### src/rtl/function_return_stack.sv
// Return-address stack for the stack-machine processor.
// A call pushes PC+1 or PC+2, and a return pops the stack.
// The top entry is presented combinationally to the fetch block's PC-select mux.
// The block also tracks the current depth, the high-water mark, and sticky overflow/underflow errors.
//
// Ports:
//   clk, reset      clock; synchronous active-high reset
//   PC_IN           current PC value
//   CTRL_PUSH       call: push the return address
//   CTRL_POP        return: pop the top entry (push+pop = tail call)
//   SEL_RET_OFFSET  0: RA = PC_IN+1, 1: RA = PC_IN+2
//   CLR_ERR         clear the sticky error flags
//   TOP_OUT         current top entry, or 0 when empty (combinational)
//   DEPTH_OUT       number of valid entries
//   MAX_DEPTH_OUT   high-water mark of DEPTH_OUT since reset
//   EMPTY, FULL     depth status (combinational from depth)
//   ERR_OVERFLOW    sticky: push attempted while full
//   ERR_UNDERFLOW   sticky: pop attempted while empty
module function_return_stack #(
    parameter int unsigned ADDR_WIDTH  = 12,
    parameter int unsigned STACK_DEPTH = 16,
    parameter int unsigned PTR_WIDTH   = 4
) (
    input  logic                  clk,
    input  logic                  reset,
    input  logic [ADDR_WIDTH-1:0] PC_IN,
    input  logic                  CTRL_PUSH,
    input  logic                  CTRL_POP,
    input  logic                  SEL_RET_OFFSET,
    input  logic                  CLR_ERR,
    output logic [ADDR_WIDTH-1:0] TOP_OUT,
    output logic [PTR_WIDTH:0]    DEPTH_OUT,
    output logic [PTR_WIDTH:0]    MAX_DEPTH_OUT,
    output logic                  EMPTY,
    output logic                  FULL,
    output logic                  ERR_OVERFLOW,
    output logic                  ERR_UNDERFLOW
);

    localparam int unsigned DW = PTR_WIDTH + 1;

    logic [ADDR_WIDTH-1:0] mem_q [STACK_DEPTH];
    logic [DW-1:0]         depth_q, depth_d;
    logic [DW-1:0]         max_q, max_d;
    logic                  ovf_q, ovf_d;
    logic                  unf_q, unf_d;

    logic [ADDR_WIDTH-1:0] ret_addr;
    logic [PTR_WIDTH-1:0]  top_idx;
    logic                  wr_en;
    logic [PTR_WIDTH-1:0]  wr_idx;
    logic                  empty_c, full_c;
    logic                  ovf_set, unf_set;

    // Return address wraps modulo 2^ADDR_WIDTH.
    assign ret_addr = PC_IN + ADDR_WIDTH'(1) + ADDR_WIDTH'(SEL_RET_OFFSET);

    assign empty_c = (depth_q == '0);
    assign full_c  = (depth_q == DW'(STACK_DEPTH));
    assign top_idx = PTR_WIDTH'(depth_q - DW'(1));

    // Next depth, write enable and error detection.
    always_comb begin
        depth_d = depth_q;
        wr_en   = 1'b0;
        wr_idx  = '0;
        ovf_set = 1'b0;
        unf_set = 1'b0;
        case ({CTRL_PUSH, CTRL_POP})
            2'b10: begin
                if (full_c) begin
                    ovf_set = 1'b1;
                end else begin
                    wr_en   = 1'b1;
                    wr_idx  = PTR_WIDTH'(depth_q);
                    depth_d = depth_q + DW'(1);
                end
            end
            2'b01: begin
                if (empty_c) begin
                    unf_set = 1'b1;
                end else begin
                    depth_d = depth_q - DW'(1);
                end
            end
            2'b11: begin
                // Tail call: replace the top in place. This is legal even when full.
                if (empty_c) begin
                    unf_set = 1'b1;
                end else begin
                    wr_en  = 1'b1;
                    wr_idx = top_idx;
                end
            end
            default: ;
        endcase
        max_d = (depth_d > max_q) ? depth_d : max_q;
        // If an error and CLR_ERR arrive in the same cycle, the flag ends set.
        ovf_d = (ovf_q & ~CLR_ERR) | ovf_set;
        unf_d = (unf_q & ~CLR_ERR) | unf_set;
    end

    // Control state.
    always_ff @(posedge clk) begin
        if (reset) begin
            depth_q <= '0;
            max_q   <= '0;
            ovf_q   <= 1'b0;
            unf_q   <= 1'b0;
        end else begin
            depth_q <= depth_d;
            max_q   <= max_d;
            ovf_q   <= ovf_d;
            unf_q   <= unf_d;
        end
    end

    // Storage is not reset. Writes are suppressed while reset is asserted.
    always_ff @(posedge clk) begin
        if (!reset && wr_en) begin
            mem_q[wr_idx] <= ret_addr;
        end
    end

    assign TOP_OUT       = empty_c ? '0 : mem_q[top_idx];
    assign DEPTH_OUT     = depth_q;
    assign MAX_DEPTH_OUT = max_q;
    assign EMPTY         = empty_c;
    assign FULL          = full_c;
    assign ERR_OVERFLOW  = ovf_q;
    assign ERR_UNDERFLOW = unf_q;

endmodule
### config.mk
export PLATFORM = sky130hd
export DESIGN_NAME = function_return_stack
export DESIGN_NICKNAME = d
export VERILOG_FILES = /design/src/rtl/function_return_stack.sv
export SDC_FILE = /design/constraint.sdc
export NUM_CORES = 1
export LEC_CHECK = 0
export ABC_CLOCK_PERIOD_IN_PS = 4900
export BUFFER_PORTS_ARGS = -buffer_cell sky130_fd_sc_hd__buf_2
export CORE_MARGIN = 1.5
export CORE_UTILIZATION = 44
export DETAILED_ROUTE_END_ITERATION = 7
export SETUP_SLACK_MARGIN = 0.02
export SLEW_MARGIN = 20
export SYNTH_ARGS = -nofsm -noshare
export SYNTH_HDL_FRONTEND = slang
export SYNTH_SLANG_ARGS = --single-unit
### constraint.sdc
create_clock -name clk -period 4.9 [get_ports clk]
set_input_delay 0.735 -clock clk [delete_from_list [all_inputs] [get_ports clk]]
set_output_delay 0.735 -clock clk [all_outputs]
set_load 0.01 [all_outputs]
==> reports/qor.yml, run 1 <==
die_w_um: 144
start_kind: "register"
synth-main-ff-cell: "edfxtp_1"
yosys_register_bits: 204
slowest_stage: "ha_2"
firstDrtPassIters: 4
p_int_mw: 3.11
crit_arrival_ns: 3.24
drc: 0
drt_wl_total_mm: 17.8
syn-cell-area_sq_um: 8690
diodes: 0
total_power_mw: 4.08
switchingPower_uw: 971
nNetsFinal: 574
synth_top_family_by_area: "multiplexers"
die_area_sq_um: 20600
yosysWarnings: 0
finalNonFillerCells: 822
worstPathCellList: "inv_1, ha_2, buf_4, mux4_2, mux2i_1, o22ai_1, buf_2"
max_cap_viol_count: 0
die_h_um: 144
place_congestion: 0.803
clock_path_buffers: 3
status: "complete, no violations"
min_path_type: "register to register"
io_pins: 44
combPwrFrac_pct: 13.2
setup_tns_ns: 0
synth_mux_area_share_pct: 15.3
fmax_ghz: 0.251
vias_per_cell: 5.53
grt_usage_pct: 17.8
power_frac_clock_pct: 38.8
cts_hold_buffers: 0
grt_pass1_wl_mm: 27.1
drtIter0Drc: 328
synth_cell_types: 58
critPathMaxFanout: 21
critPathBufInv: 3
critical_path_class: "register to primary output"
finalSetupViolCount: 0
min_period_over_period_pct: 81.1
cts.sinks: 204
power_frac_seq_pct: 47.9
endpoint_kind: "primary output"
grt_max_degree: 31
start_util_pct: 44.8
cts.clk_slew.worst_paths_ns: 0.06
slew_violations: 0
synth_edf_count: 192
post_cts_resize_count: 0
syn_avg_cell_area_sq_um: 18.3
area_growth_pct: 16.8
cts_max_level: 1
max-vdd-ir-drop_v: 0.000272
port_buffers: 43
pwr_density_cell_nw_per_um2: 402
synthSimpleGateAreaFrac_pct: 4.99
placed_cells: 784
p_leak_nw: 3.46
synth_area_leader_cell: "edfxtp_1"
antenna_left: 0
clk_latency_ns: 0.49
synth-xor-area-share_pct: 1.01
grt_pass1_vias: 4570
synthAdderAreaFrac_pct: 2.01
drive_above_1_share_pct: 33.6
coreArea_sq_um: 19400
tightest_slew_ns: 0.847
rsz0062_at_grt: "false"
critPathTopFamily: "buffers and inverters"
async_reset_ff_share_pct: 0
wire_per_inst_um: 21.7
synth_fp_nets: 508
swShare_pct: 23.8
cts_tree: "yes"
synth_cells: 476
yosysSeqAreaShare_pct: 69.1
numCtsBuffers: 21
synth_compound_gate_area_share_pct: 5.38
yosys-top-cells-area: "edfxtp_1 (66%), mux4_2 (12%), dfxtp_1 (2.8%), mux2i_1 (2.8%), ha_1 (2.0%)"
skew_ns: 0.00798
vias: 4548
cts-root-buf: "clkbuf_16"
cts_setup_buffers: 0
crit_path_max_incr_delay_ns: 0.71
hold_viol: 0
fin_crit_ns: 3.98
whs_ns: 0.474
grt_overflow: 0
hpwlAfterDp_mm: 11.3
crit_required_ns: 4.16
antenna_found_initial: 0
synth_top_area_share_pct: 66.3
fp-row-count: 51
relSlewSlack_pct: 43.2
[final cells by class]
cell class              count  area [sq um]
clock buffers              21           526
clock inverters            17           160
fillers                  1602          9250
inverters                  20          76.3
multi-input cells         228          2660
flip-flops and latches    204          6010
well taps                 265           332
repair buffers             67           395
[layout by cell type, fill, tap and decap left out, types with 2 or more instances in the layout]
cell	instances
nand2_1	18
dfxtp_1	11
inv_1	19
buf_2	43
a22o_1	2
o21ai_0	2
edfxtp_1	192
nor4b_1	2
clkinv_1	5
mux4_2	48
a21oi_1	11
a211oi_1	4
clkbuf_16	21
buf_4	24
a22oi_1	2
a2111oi_4	4
o22ai_1	13
o31ai_1	2
nor2b_1	8
bufinv_16	3
nand2b_1	6
clkinv_2	8
nand3_1	3
nor4_2	8
xnor2_1	2
nand4_1	2
xnor2_2	5
mux2i_1	24
and3_1	4
xor2_2	3
ha_1	13
nor2_1	10
nor3b_1	2
a211oi_2	5
[per-layer routing]
metal / track usage, % / wire length, um / part of all wire [%] / up-vias
li1: - / - / - / 2067
met1: 26.2 / 7930 / 44 / 2378
met2: 28.4 / 8840 / 50 / 89
met3: 2.50 / 878 / 4.9 / 14
met4: 3.87 / 174 / 0.98 / 0
met5: 0 / 0 / 0 / -
[state kept, by name (all words and copies together), names as in the netlist]
register       flops
DEPTH_OUT          5
ERR_OVERFLOW       1
ERR_UNDERFLOW      1
MAX_DEPTH_OUT      5
mem_q            192
[final timing paths]
kind / from / to / slack, ns / depth (start not counted)
setup / recovery: DEPTH_OUT[1]$_SDFF_PP0_ / TOP_OUT[2] / 0.92 / 7
hold / removal: ERR_UNDERFLOW$_SDFF_PP0_ / ERR_UNDERFLOW$_SDFF_PP0_ / 0.47 / 2
setup reg to reg: DEPTH_OUT[0]$_SDFF_PP0_ / MAX_DEPTH_OUT[0]$_SDFFE_PP0N_ / 1.27 / 11
hold reg to reg: ERR_UNDERFLOW$_SDFF_PP0_ / ERR_UNDERFLOW$_SDFF_PP0_ / 0.47 / 2
[cells in the mapped netlist, types with 6 or more instances]
| library cell | n |
|---|---|
| o22ai_1 | 13 |
| clkbuf_1 | 9 |
| a211oi_1 | 8 |
| nor4_1 | 6 |
| ha_1 | 14 |
| a21oi_1 | 11 |
| mux2i_1 | 24 |
| mux4_2 | 48 |
| nor2b_1 | 8 |
| inv_1 | 19 |
| edfxtp_1 | 192 |
| nand2_1 | 18 |
| nand2b_1 | 6 |
| nor2_1 | 10 |
| dfxtp_1 | 12 |
| buf_2 | 13 |
| xnor2_1 | 7 |
[through the flow]
stage          area [sq um]  util, %  setup slack, ns
2_1_floorplan          8690        -             1.35
3_3_place_gp           9410     48.5             1.04
3_5_place_dp           9410     48.5            0.783
4_1_cts               10100     52.0            0.919
5_1_grt               10200     52.3            0.759
6_report              10200     52.3            0.924
[logic make-up after synthesis]
| group | count (synthesis) |
|---|---|
| DFF | 204 |
| adders and majority gates | 14 |
| buffers and inverters | 44 |
| and+or+nand+nor | 73 |
| AOI/OAI and AO/OA | 58 |
| xor gates and xnor gates | 10 |
| muxes | 73 |
[power by group through the flow]
stage / registers [mW] / clock network, mW / logic [mW]
floorplan: 2.00 / 0 / 0.369
global placement: 1.99 / 0 / 0.520
detailed placement: 1.99 / 0 / 0.539
CTS: 1.95 / 1.61 / 0.540
global route: 1.96 / 1.68 / 0.589
finish: 1.95 / 1.58 / 0.540
[worst register-to-register path, stage by stage (launching register included)]
cell	delay, ns
dfxtp_4	0.35
buf_4	0.45
ha_1	0.27
and3_1	0.17
o22ai_1	0.08
a211oi_1	0.50
inv_1	0.10
ha_1	0.34
nand4_1	0.15
o221ai_1	0.38
and2_0	0.36
mux2_2	0.37
Power figures use the tool's default switching activity.
==> run 2, diff against run 1 <==
--- a/config.mk
+++ b/config.mk
@@ -5,7 +5,7 @@
 export SDC_FILE = /design/constraint.sdc
 export NUM_CORES = 1
 export LEC_CHECK = 0
-export ABC_CLOCK_PERIOD_IN_PS = 4900
+export ABC_CLOCK_PERIOD_IN_PS = 3900
 export BUFFER_PORTS_ARGS = -buffer_cell sky130_fd_sc_hd__buf_2
 export CORE_MARGIN = 1.5
 export CORE_UTILIZATION = 44
==> constraint.sdc (replaced) <==
create_clock -name clk -period 3.9 [get_ports clk]
set_input_delay 0.585 -clock clk [delete_from_list [all_inputs] [get_ports clk]]
set_output_delay 0.585 -clock clk [all_outputs]
set_load 0.01 [all_outputs]
==> run 2 against run 1 <==
Register-to-register slack worse by 0.89 ns. Routed wire length down 1.2%. Largest cell class unchanged. Final cell count up 0.61%. Highest routed layer unchanged. Design area down 0.48%. Critical path depth down 2. Clock skew up 0.00099 ns. Sequential power up 26%. Global-route usage up 0.099 points. Sequential cell count unchanged. Non-clock buffer count up 5.
==> reports/qor.yml, run 2 (synthesis results as in run 1) <==
power_frac_clock_pct: 37.1
cts_max_level: 1
port_buffers: 43
pwr_density_cell_nw_per_um2: 494
slew_violations: 0
drtIter0Drc: 351
clk_latency_ns: 0.49
fin_ws_ns: 0.279
min_path_type: "primary input to register"
final_common_cell: "edfxtp_1"
whs_ns: 0.378
die_w_um: 144
cts_hold_buffers: 0
finalSetupViolCount: 0
tightest_slew_ns: 0.858
max-vdd-ir-drop_v: 0.000343
top_layer_used: "met4"
nNetsFinal: 579
skew_ns: 0.00896
grt_max_degree: 51
hold_viol: 0
antenna_found_initial: 0
status: "complete, no violations"
p_int_mw: 3.79
crit_arrival_ns: 3.04
wire_per_inst_um: 21.3
start_util_pct: 44.8
die_h_um: 144
min_period_over_period_pct: 92.8
critical_path_class: "register to primary output"
vias_per_cell: 5.59
drive_above_1_share_pct: 31.9
clock_path_buffers: 3
crit_required_ns: 3.31
grt_pass1_vias: 4778
cts_tree: "yes"
routed-wl-met2_mm: 8.51
grt_usage_pct: 17.9
vias: 4627
wl_met3_um: 876
hpwlAfterDp_mm: 10.8
antenna_left: 0
io_pins: 44
wl_met1_mm: 7.85
fmax_ghz: 0.276
switchingPower_mw: 1.20
cts_setup_buffers: 0
regArea_sq_um: 6010
cts-root-buf: "clkbuf_16"
firstDrtPassIters: 5
die_area_sq_um: 20600
place_congestion: 0.864
start_kind: "register"
grt_overflow: 0
setup_tns_ns: 0
diodes: 0
relSlewSlack_pct: 42.6
numCtsBuffers: 21
critPathMaxFanout: 40
combPwrFrac_pct: 13.6
max_cap_viol_count: 0
coreArea_sq_um: 19400
n_fill_cell: 1589
cts.clk_slew.worst_paths_ns: 0.06
grt_pass1_wl_mm: 27.1
cts.sinks: 204
p_leak_nw: 3.42
drc: 0
post_cts_resize_count: 0
layout_common_cells: "edfxtp_1 (192), mux4_2 (48), buf_2 (43)"
largest_register_ffs: 192
top_register: "mem_q"
placed_cells: 789
fin_crit_ns: 3.62
drt_wl_total_mm: 17.6
power_frac_seq_pct: 49.4
finalNonFillerCells: 827
swShare_pct: 24.1
rsz0062_at_grt: "false"
dpl_worst_slack_ns: 0.334
fp-row-count: 51
multi_input_area_sq_um: 2610
endpoint_kind: "primary output"
area_growth_pct: 16.2
==> run 2: changes by cell type in the layout (fill, tap and decap cells not counted), sizes merged <==
cell,delta
inv,+1
clkbuf,+5
clkinv,-3
bufinv,-2
clkinvlp,-1
buf,+5
==> run 2: worst max-delay path, stage by stage, from the launching register on <==
cell     delay (ns)
dfxtp_4        0.51
buf_4          0.72
mux4_2         0.61
mux2i_1        0.26
o22ai_1        0.19
buf_2          0.23
==> run 2: power groups by stage <==
| stage | sequential, mW | clock (mW) | combinational, mW |
|---|---|---|---|
| global route | 2.47 | 1.97 | 0.731 |
| global placement | 2.51 | 0 | 0.655 |
| floorplan | 2.51 | 0 | 0.464 |
| detailed placement | 2.51 | 0 | 0.675 |
| finish | 2.46 | 1.85 | 0.677 |
| CTS | 2.46 | 1.91 | 0.677 |
==> run 2: path summary, 6_finish.rpt <==
kind                            slack (ns)  cells past startpoint                      from                       endpoint
worst min-delay path                  0.38                      3                   CLR_ERR       ERR_UNDERFLOW$_SDFF_PP0_
worst max register to register        0.38                     11   DEPTH_OUT[0]$_SDFF_PP0_  MAX_DEPTH_OUT[0]$_SDFFE_PP0N_
worst max-delay path                  0.28                      5   DEPTH_OUT[0]$_SDFF_PP0_                     TOP_OUT[9]
worst min register to register        0.46                      2  ERR_UNDERFLOW$_SDFF_PP0_       ERR_UNDERFLOW$_SDFF_PP0_
==> run 2: area by class of cell <==
cell class | instances | area share, %
timing repair buffer | 72 | 4.41
clock buffer | 26 | 5.39
tap | 265 | 3.28
multi-input combinational | 228 | 25.8
clock inverter | 12 | 0.867
inverter | 20 | 0.755
sequential | 204 | 59.5
==> run 2: stage by stage <==
| stage | utilization [%] | area [sq um] | total power, mW |
|---|---|---|---|
| 6_report | 52.1 | 10100 | 4.99 |
| 5_1_grt | 52.1 | 10100 | 5.17 |
| 4_1_cts | 52.0 | 10100 | 5.05 |
| 3_5_place_dp | 48.8 | 9460 | 3.18 |
| 3_3_place_gp | 48.8 | 9460 | 3.16 |
| 2_1_floorplan | - | 8690 | 2.97 |
==> run 2: routing by layer <==
| layer | global-route usage (%) | vias up |
|---|---|---|
| li1 | - | 2080 |
| met5 | 0 | - |
| met2 | 29.3 | 138 |
| met4 | 5.85 | 0 |
| met3 | 2.43 | 27 |
| met1 | 24.9 | 2382 |
==> run 3, diff against run 2 <==
--- a/config.mk
+++ b/config.mk
@@ -10,6 +10,7 @@
 export CORE_MARGIN = 1.5
 export CORE_UTILIZATION = 44
 export DETAILED_ROUTE_END_ITERATION = 7
+export RECOVER_POWER = 25
 export SETUP_SLACK_MARGIN = 0.02
 export SLEW_MARGIN = 20
 export SYNTH_ARGS = -nofsm -noshare
==> run 3 against run 2 <==
Design area decreased by 0.20%. Combinational power about the same. Worst hold slack about the same. Largest cell class unchanged. Largest power group unchanged. Highest routed layer unchanged.
==> reports/qor.yml, run 3 (synthesis results as in run 1) <==
coreArea_sq_um: 19400
cts.sinks: 204
cts_max_level: 1
antenna_found_initial: 0
drc: 0
dpl_worst_slack_ns: 0.334
grt_overflow: 0
placed_cells: 789
max_cap_viol_count: 0
grt_usage_pct: 17.9
relSlewSlack_pct: 41.6
fin_ws_ns: 0.277
top_register: "mem_q"
skew_ns: 0.00906
final_common_cell: "edfxtp_1"
start_kind: "register"
port_buffers: 43
critical_path_class: "register to primary output"
die_area_sq_um: 20600
post_cts_resize_count: 0
whs_ns: 0.378
fin_crit_ns: 3.62
crit_arrival_ns: 3.04
rsz0062_at_grt: "false"
tightest_slew_ns: 0.872
io_pins: 44
grt_pass1_wl_mm: 27.1
cts.clk_slew.worst_paths_ns: 0.06
area_growth_pct: 16.0
drt_wl_total_mm: 17.6
pwr_density_cell_nw_per_um2: 495
min_period_over_period_pct: 92.9
clock_path_buffers: 3
finalNonFillerCells: 827
antenna_left: 0
clk_latency_ns: 0.49
nNetsFinal: 579
hpwlAfterDp_mm: 10.8
cts_tree: "yes"
fp-row-count: 51
firstDrtPassIters: 5
status: "complete, no violations"
vias_per_cell: 5.59
min_path_type: "primary input to register"
finalSetupViolCount: 0
hold_viol: 0
numCtsBuffers: 21
max-vdd-ir-drop_v: 0.000344
p_leak_nw: 3.40
place_congestion: 0.864
die_w_um: 144
endpoint_kind: "primary output"
start_util_pct: 44.8
layout_common_cells: "edfxtp_1 (192), mux4_2 (48), buf_2 (42)"
drive_above_1_share_pct: 30.8
wire_per_inst_um: 21.3
cts-root-buf: "clkbuf_16"
grt_max_degree: 51
diodes: 0
drtIter0Drc: 350
slew_violations: 0
vias: 4623
fmax_ghz: 0.276
setup_tns_ns: 0
crit_required_ns: 3.31
largest_register_ffs: 192
cts_hold_buffers: 0
critPathMaxFanout: 40
grt_pass1_vias: 4778
cts_setup_buffers: 0
die_h_um: 144
run 3: cell count changes in the layout (fill, tap and decap cells not counted), sizes merged:
cell    before  now
clkbuf      26   32
buf         72   66
run 3: metal layers:
| metal | vias up | GRT usage (%) | routed length [um] | share of wire (%) |
|---|---|---|---|---|
| li1 | 2081 | - | - | - |
| met1 | 2384 | 24.9 | 7890 | 45 |
| met2 | 131 | 29.3 | 8500 | 48 |
| met3 | 27 | 2.43 | 872 | 4.9 |
| met4 | 0 | 5.85 | 374 | 2.1 |
| met5 | - | 0 | 0 | 0 |
run 3: power breakdown:
group	switching [mW]	internal, mW
clock	0.790	1.06
sequential	0.0238	2.44
combinational	0.391	0.282
run 3: metrics by stage:
step | util, % | instance area [sq um] | power [mW]
finish | 52.0 | 10100 | 4.99
global route | 52.0 | 10100 | 5.17
CTS | 52.0 | 10100 | 5.05
detailed placement | 48.8 | 9460 | 3.18
global placement | 48.8 | 9460 | 3.16
floorplan | - | 8690 | 2.97
run 3: area by class of cell:
type | instances | area (sq um)
well taps | 265 | 332
fillers | 1592 | 9310
multi-input cells | 228 | 2610
flip-flops and latches | 204 | 6010
clock buffers | 26 | 544
repair buffers | 72 | 425
inverters | 20 | 76.3
clock inverters | 12 | 87.6
run 3: critical path, cell delays in order (launching register included):
cell	delay [ns]
dfxtp_4	0.51
buf_4	0.72
mux4_2	0.61
mux2i_1	0.26
o22ai_1	0.19
buf_2	0.23
run 3: final timing paths:
path | start | to | slack [ns] | cells past startpoint
max | DEPTH_OUT[0]$_SDFF_PP0_ | TOP_OUT[9] | 0.28 | 5
min | CLR_ERR | ERR_UNDERFLOW$_SDFF_PP0_ | 0.38 | 3
max reg2reg | DEPTH_OUT[0]$_SDFF_PP0_ | MAX_DEPTH_OUT[0]$_SDFFE_PP0N_ | 0.37 | 11
min reg2reg | ERR_UNDERFLOW$_SDFF_PP0_ | ERR_UNDERFLOW$_SDFF_PP0_ | 0.47 | 2
